$ cat config.mk
export PLATFORM = sky130hd
export DESIGN_NAME = imm_gen_pipe
export DESIGN_NICKNAME = d
export VERILOG_FILES = /design/src/rtl/imm_gen_pipe.sv
export SDC_FILE = /design/constraint.sdc
export NUM_CORES = 1
export LEC_CHECK = 0
export ABC_CLOCK_PERIOD_IN_PS = 1950
export CORE_UTILIZATION = 35
export DETAILED_ROUTE_END_ITERATION = 16
export MAX_ROUTING_LAYER = met4
export SKIP_CTS_REPAIR_TIMING = 1
export SYNTH_ARGS = -nofsm -noshare
export SYNTH_HDL_FRONTEND = slang
export SYNTH_SLANG_ARGS = --single-unit
$ cat constraint.sdc
create_clock -name clk -period 1.95 [get_ports clk]
set_input_delay 0.195 -clock clk [delete_from_list [all_inputs] [get_ports clk]]
set_output_delay 0.195 -clock clk [all_outputs]
set_load 0.02 [all_outputs]
$ cat src/rtl/imm_gen_pipe.sv
// Immediate/constant generator with a registered valid/ready output stage and a
// one-entry skid buffer; all state advances on the falling clock edge.
module imm_gen_pipe #(
  parameter int DATA_W = 32,
  parameter int IMM0_W = 16,
  parameter int IMM1_W = 22,
  parameter int SHIFT  = 0
) (
  input  logic              clk,
  input  logic              rst_n,
  input  logic              in_valid,
  output logic              in_ready,
  input  logic [1:0]        mode,
  input  logic [IMM1_W-1:0] imm_raw,
  input  logic [DATA_W-1:0] pc_in,
  output logic              out_valid,
  input  logic              out_ready,
  output logic [DATA_W-1:0] const_out,
  output logic              out_ovf,
  output logic [15:0]       op_count
);

  localparam logic [1:0] MODE_SEXT0 = 2'd0;
  localparam logic [1:0] MODE_SEXT1 = 2'd1;
  localparam logic [1:0] MODE_ZEXT0 = 2'd2;
  localparam logic [1:0] MODE_PCREL = 2'd3;
  localparam logic [15:0] CNT_MAX   = 16'hFFFF;

  logic [DATA_W-1:0] sext0_s;
  logic [DATA_W-1:0] sext1_s;
  logic [DATA_W-1:0] zext0_s;
  logic [DATA_W-1:0] offs_s;
  logic [DATA_W-1:0] sum_s;
  logic [DATA_W-1:0] res_s;
  logic              pc_ovf_s;
  logic              res_ovf_s;

  logic              accept_s;
  logic              xfer_s;
  logic              load_out_s;

  logic [DATA_W-1:0] out_data_r;
  logic [DATA_W-1:0] skid_data_r;
  logic              out_ovf_r;
  logic              skid_ovf_r;
  logic              out_valid_r;
  logic              skid_full_r;
  logic              in_ready_r;
  logic [15:0]       op_count_r;

  logic [DATA_W-1:0] out_data_nxt_s;
  logic [DATA_W-1:0] skid_data_nxt_s;
  logic              out_ovf_nxt_s;
  logic              skid_ovf_nxt_s;
  logic              out_valid_nxt_s;
  logic              skid_full_nxt_s;

  // Constant formation for all modes and the mode select.
  always_comb begin
    sext0_s  = {{(DATA_W-IMM0_W){imm_raw[IMM0_W-1]}}, imm_raw[IMM0_W-1:0]};
    sext1_s  = {{(DATA_W-IMM1_W){imm_raw[IMM1_W-1]}}, imm_raw};
    zext0_s  = {{(DATA_W-IMM0_W){1'b0}}, imm_raw[IMM0_W-1:0]};
    offs_s   = sext1_s << SHIFT;
    sum_s    = offs_s + pc_in;
    // Overflow only when both addends agree in sign and the sum does not.
    pc_ovf_s = (offs_s[DATA_W-1] == pc_in[DATA_W-1]) &&
               (sum_s[DATA_W-1] != pc_in[DATA_W-1]);
    res_s     = {DATA_W{1'b0}};
    res_ovf_s = 1'b0;
    case (mode)
      MODE_SEXT0: begin
        res_s     = sext0_s;
        res_ovf_s = 1'b0;
      end
      MODE_SEXT1: begin
        res_s     = sext1_s;
        res_ovf_s = 1'b0;
      end
      MODE_ZEXT0: begin
        res_s     = zext0_s;
        res_ovf_s = 1'b0;
      end
      MODE_PCREL: begin
        res_s     = sum_s;
        res_ovf_s = pc_ovf_s;
      end
      default: begin
        res_s     = {DATA_W{1'b0}};
        res_ovf_s = 1'b0;
      end
    endcase
  end

  // Handshake qualifiers.
  always_comb begin
    accept_s   = in_valid & in_ready_r;
    xfer_s     = out_valid_r & out_ready;
    load_out_s = ~out_valid_r | xfer_s;
  end

  // Next state of output stage and skid; skid contents always leave first.
  always_comb begin
    out_data_nxt_s  = out_data_r;
    out_ovf_nxt_s   = out_ovf_r;
    out_valid_nxt_s = out_valid_r;
    skid_data_nxt_s = skid_data_r;
    skid_ovf_nxt_s  = skid_ovf_r;
    skid_full_nxt_s = skid_full_r;
    if (load_out_s) begin
      if (skid_full_r) begin
        out_data_nxt_s  = skid_data_r;
        out_ovf_nxt_s   = skid_ovf_r;
        out_valid_nxt_s = 1'b1;
        if (accept_s) begin
          skid_data_nxt_s = res_s;
          skid_ovf_nxt_s  = res_ovf_s;
          skid_full_nxt_s = 1'b1;
        end else begin
          skid_full_nxt_s = 1'b0;
        end
      end else if (accept_s) begin
        out_data_nxt_s  = res_s;
        out_ovf_nxt_s   = res_ovf_s;
        out_valid_nxt_s = 1'b1;
      end else begin
        out_valid_nxt_s = 1'b0;
      end
    end else if (accept_s) begin
      skid_data_nxt_s = res_s;
      skid_ovf_nxt_s  = res_ovf_s;
      skid_full_nxt_s = 1'b1;
    end else begin
      skid_full_nxt_s = skid_full_r;
    end
  end

  // Pipeline registers; in_ready is registered from the next skid state.
  always_ff @(negedge clk or negedge rst_n) begin
    if (!rst_n) begin
      out_data_r  <= {DATA_W{1'b0}};
      out_ovf_r   <= 1'b0;
      out_valid_r <= 1'b0;
      skid_data_r <= {DATA_W{1'b0}};
      skid_ovf_r  <= 1'b0;
      skid_full_r <= 1'b0;
      in_ready_r  <= 1'b1;
    end else begin
      out_data_r  <= out_data_nxt_s;
      out_ovf_r   <= out_ovf_nxt_s;
      out_valid_r <= out_valid_nxt_s;
      skid_data_r <= skid_data_nxt_s;
      skid_ovf_r  <= skid_ovf_nxt_s;
      skid_full_r <= skid_full_nxt_s;
      in_ready_r  <= ~skid_full_nxt_s;
    end
  end

  // Saturating count of accepted operations.
  always_ff @(negedge clk or negedge rst_n) begin
    if (!rst_n) begin
      op_count_r <= 16'd0;
    end else if (accept_s && (op_count_r != CNT_MAX)) begin
      op_count_r <= op_count_r + 16'd1;
    end else begin
      op_count_r <= op_count_r;
    end
  end

  assign in_ready  = in_ready_r;
  assign out_valid = out_valid_r;
  assign const_out = out_data_r;
  assign out_ovf   = out_ovf_r;
  assign op_count  = op_count_r;

endmodule
==> flow_summary.json <==
{
  "cp.arrival_ns": 2.60,
  "utilization_pct": 65.8,
  "grt_use_met1_pct": 32.0,
  "cts_tree": "built",
  "synthArstFlopShare_pct": 100,
  "start_util_pct": 35.8,
  "critPathKind": "input port to register",
  "path_clk_slew_ns": 0.04,
  "totalWireLength_mm": 20.9,
  "grt_pass1_vias": 6195,
  "rsz0062_at_grt": "yes",
  "die_h_um": 129,
  "yosys-top-cells-count": "dfrtn_1 (84), nand2_1 (73), a21oi_1 (70)",
  "grt-ovfl-total": 0,
  "track_usage_pct": 24.0,
  "io_buffers": 110,
  "h-tree-depth": 3,
  "synthesis.area_um2": 5680,
  "num_rows": 46,
  "dp_cells": 1162,
  "crit_fanout": 4,
  "drv_slew": 0,
  "ys_warn_count": 0,
  "diodes": 0,
  "violations": "negative setup slack",
  "synth_seq_cells": 85,
  "start_kind": "input port",
  "reg2reg_depth": 10,
  "cts_buffers": 9,
  "synth_area_leader_cell": "dfrtn_1",
  "cts_root_buf": "clkbuf_16",
  "drc": 0,
  "drt_iter0_markers": 322,
  "grt_use_met2_pct": 38.8,
  "outcome": "finished, violations left",
  "synth-main-ff-cell": "dfrtn_1",
  "ir_drop_v": 0.000675,
  "worstReg2RegStart": "op_count[4]",
  "cp.required_ns": 1.15,
  "numClockSinks": 85,
  "vias": 6480,
  "cts_buffer_depth": 2,
  "min_to": "skid_data_r[26]",
  "post_dp_cell_area_um2": 8930,
  "syn-num-nets": 760,
  "synth.avg_cell_area_um2": 8.51,
  "skew_ns": 0.0496,
  "r2r-end": "op_count[15]",
  "syn_inst": 667,
  "synth_top_area_share_pct": 37.0,
  "setup_viol": 122,
  "vias_per_cell": 5.26,
  "area_growth_pct": 84.0,
  "grt_max_degree": 34,
  "min_from": "skid_data_r[26]",
  "wire_per_inst_um": 17.0,
  "core_um2": 15900,
  "dieWidth_um": 129,
  "drive_gt1_share_pct": 49.0,
  "fin_ws_ns": -1.45,
  "hold_viol": 0,
  "grt_pass1_wl_mm": 30.5,
  "end_kind": "register",
  "clk_latency_ns": 0.39,
  "seq_area_frac_synth_pct": 37.5,
  "gp_congestion": 0.899,
  "tightestPinTransition_ns": 0.626,
  "dpl.hpwl_mm": 15.0,
  "whs_path_depth": 2,
  "ys_types": 60,
  "drtPass1Iterations": 5,
  "hold_class": "register to register",
  "leakage_nw": 5.06,
  "met3_usage_pct": 2.56,
  "synth.most_common_cell": "dfrtn_1",
  "final_antenna_net_count": 0,
  "setup_tns_ns": -74.95,
  "pwr_density_cell_nw_per_um2": 1050,
  "final_cells": 1232,
  "synth-edff-count": 0,
  "num-nets-final": 1104,
  "pin_count": 111,
  "ys_top_cells_by_area": "dfrtn_1 (37%), ha_1 (7.1%), a21oi_1 (6.2%), o21ai_0 (4.9%), nand2_1 (4.8%)",
  "maxCapViolations": 0,
  "antenna_found_initial": 0,
  "fin_area_um2": 10500,
  "timing.slew.headroom_pct": 57.8,
  "dieArea_um2": 16700,
  "top_usage_layer": "met2",
  "reg2reg_slack_ns": -0.06
}
==> through the flow <==
step / hold WS (ns) / power (mW) / setup WS [ns]
2_1_floorplan: 0.402 / 5.68 / -1.49
3_3_place_gp: 0.413 / 8.12 / -2.08
3_5_place_dp: 0.427 / 8.27 / -2.17
4_1_cts: 0.427 / 9.93 / -1.82
5_1_grt: 0.461 / 11.7 / -1.53
6_report: 0.431 / 11.0 / -1.45
==> cell usage in the layout, fill, tap and decap left out, drive strengths merged, types with 5 or more instances in the layout <==
cell type | synthesis | final
buf | 7 | 306
dfrtn | 84 | 84
nand2 | 74 | 75
a21oi | 70 | 70
nor2 | 64 | 64
o21ai | 60 | 60
dlymetal6s2s | 0 | 33
ha | 32 | 32
clkbuf | 24 | 27
a21o | 23 | 23
and3 | 20 | 20
xor2 | 19 | 19
nor3 | 16 | 16
mux2i | 15 | 15
nand3 | 14 | 14
nand4 | 13 | 13
xnor2 | 13 | 13
a211oi | 12 | 12
a31oi | 12 | 12
inv | 9 | 11
and2 | 9 | 9
clkdlybuf4s50 | 0 | 7
o211ai | 6 | 6
o31ai | 6 | 6
mux2 | 6 | 6
o21bai | 5 | 5
o21a | 5 | 5
nor4 | 5 | 5
==> where the power goes <==
group	internal, mW	leakage [nW]	switching (mW)
clock	0.909	0.149	0.722
sequential	2.59	1.06	0.552
combinational	3.16	3.86	3.08
==> layout make-up <==
class                           instances  area, um2
Inverter                                8       30.0
Timing Repair Buffer                  363       3260
Fill cell                            1280       5430
Multi-Input combinational cell        543       4480
Tap cell                              216        270
Clock inverter                          7       48.8
Sequential cell                        85       2130
Clock buffer                           10        239
==> worst max-delay path, stage by stage <==
cell	delay, ns
buf_8	0.10
ha_4	0.15
fa_2	0.40
a21o_1	0.21
a221o_2	0.38
and3b_4	0.22
o2111ai_2	0.20
nand2_2	0.11
buf_4	0.15
a31oi_4	0.13
mux2i_2	0.26
a211oi_1	0.10
==> registers in the layout, summed over array words and instances (netlist names) <==
signal	cells
out_ovf	1
skid_data_r	32
const_out	32
op_count	16
out_valid	1
skid_full_r	1
in_ready	1
skid_ovf_r	1
==> worst max-delay path by stage <==
stage / startpoint / endpoint / slack, ns / cells past startpoint
6_report: imm_raw[0] / const_out[28] / -1.45 / 12
5_1_grt: imm_raw[0] / const_out[20] / -1.53 / 11
4_1_cts: imm_raw[0] / const_out[16] / -1.82 / 11
3_5_place_dp: imm_raw[0] / const_out[16] / -2.17 / 11
3_3_place_gp: imm_raw[0] / const_out[26] / -2.08 / 11
2_1_floorplan: imm_raw[0] / skid_data_r[26] / -1.49 / 10
==> cells by family after synthesis <==
kind of cell	synth area share, %
multiplexers	3.83
adder cells (fa/ha/maj)	7.40
AO/OA/AOI/OAI	24.5
XOR/XNOR	4.94
buffers and inverters	2.78
AND/OR/NAND/NOR	19.1
flip-flops	37.5
==> routing by layer <==
| metal | vias to the layer above | share of wire, % |
|---|---|---|
| li1 | 3144 | - |
| met3 | 34 | 4.6 |
| met5 | - | 0 |
| met4 | 0 | 2.1 |
| met1 | 3125 | 45 |
| met2 | 177 | 49 |
Power figures use the tool's default switching activity.
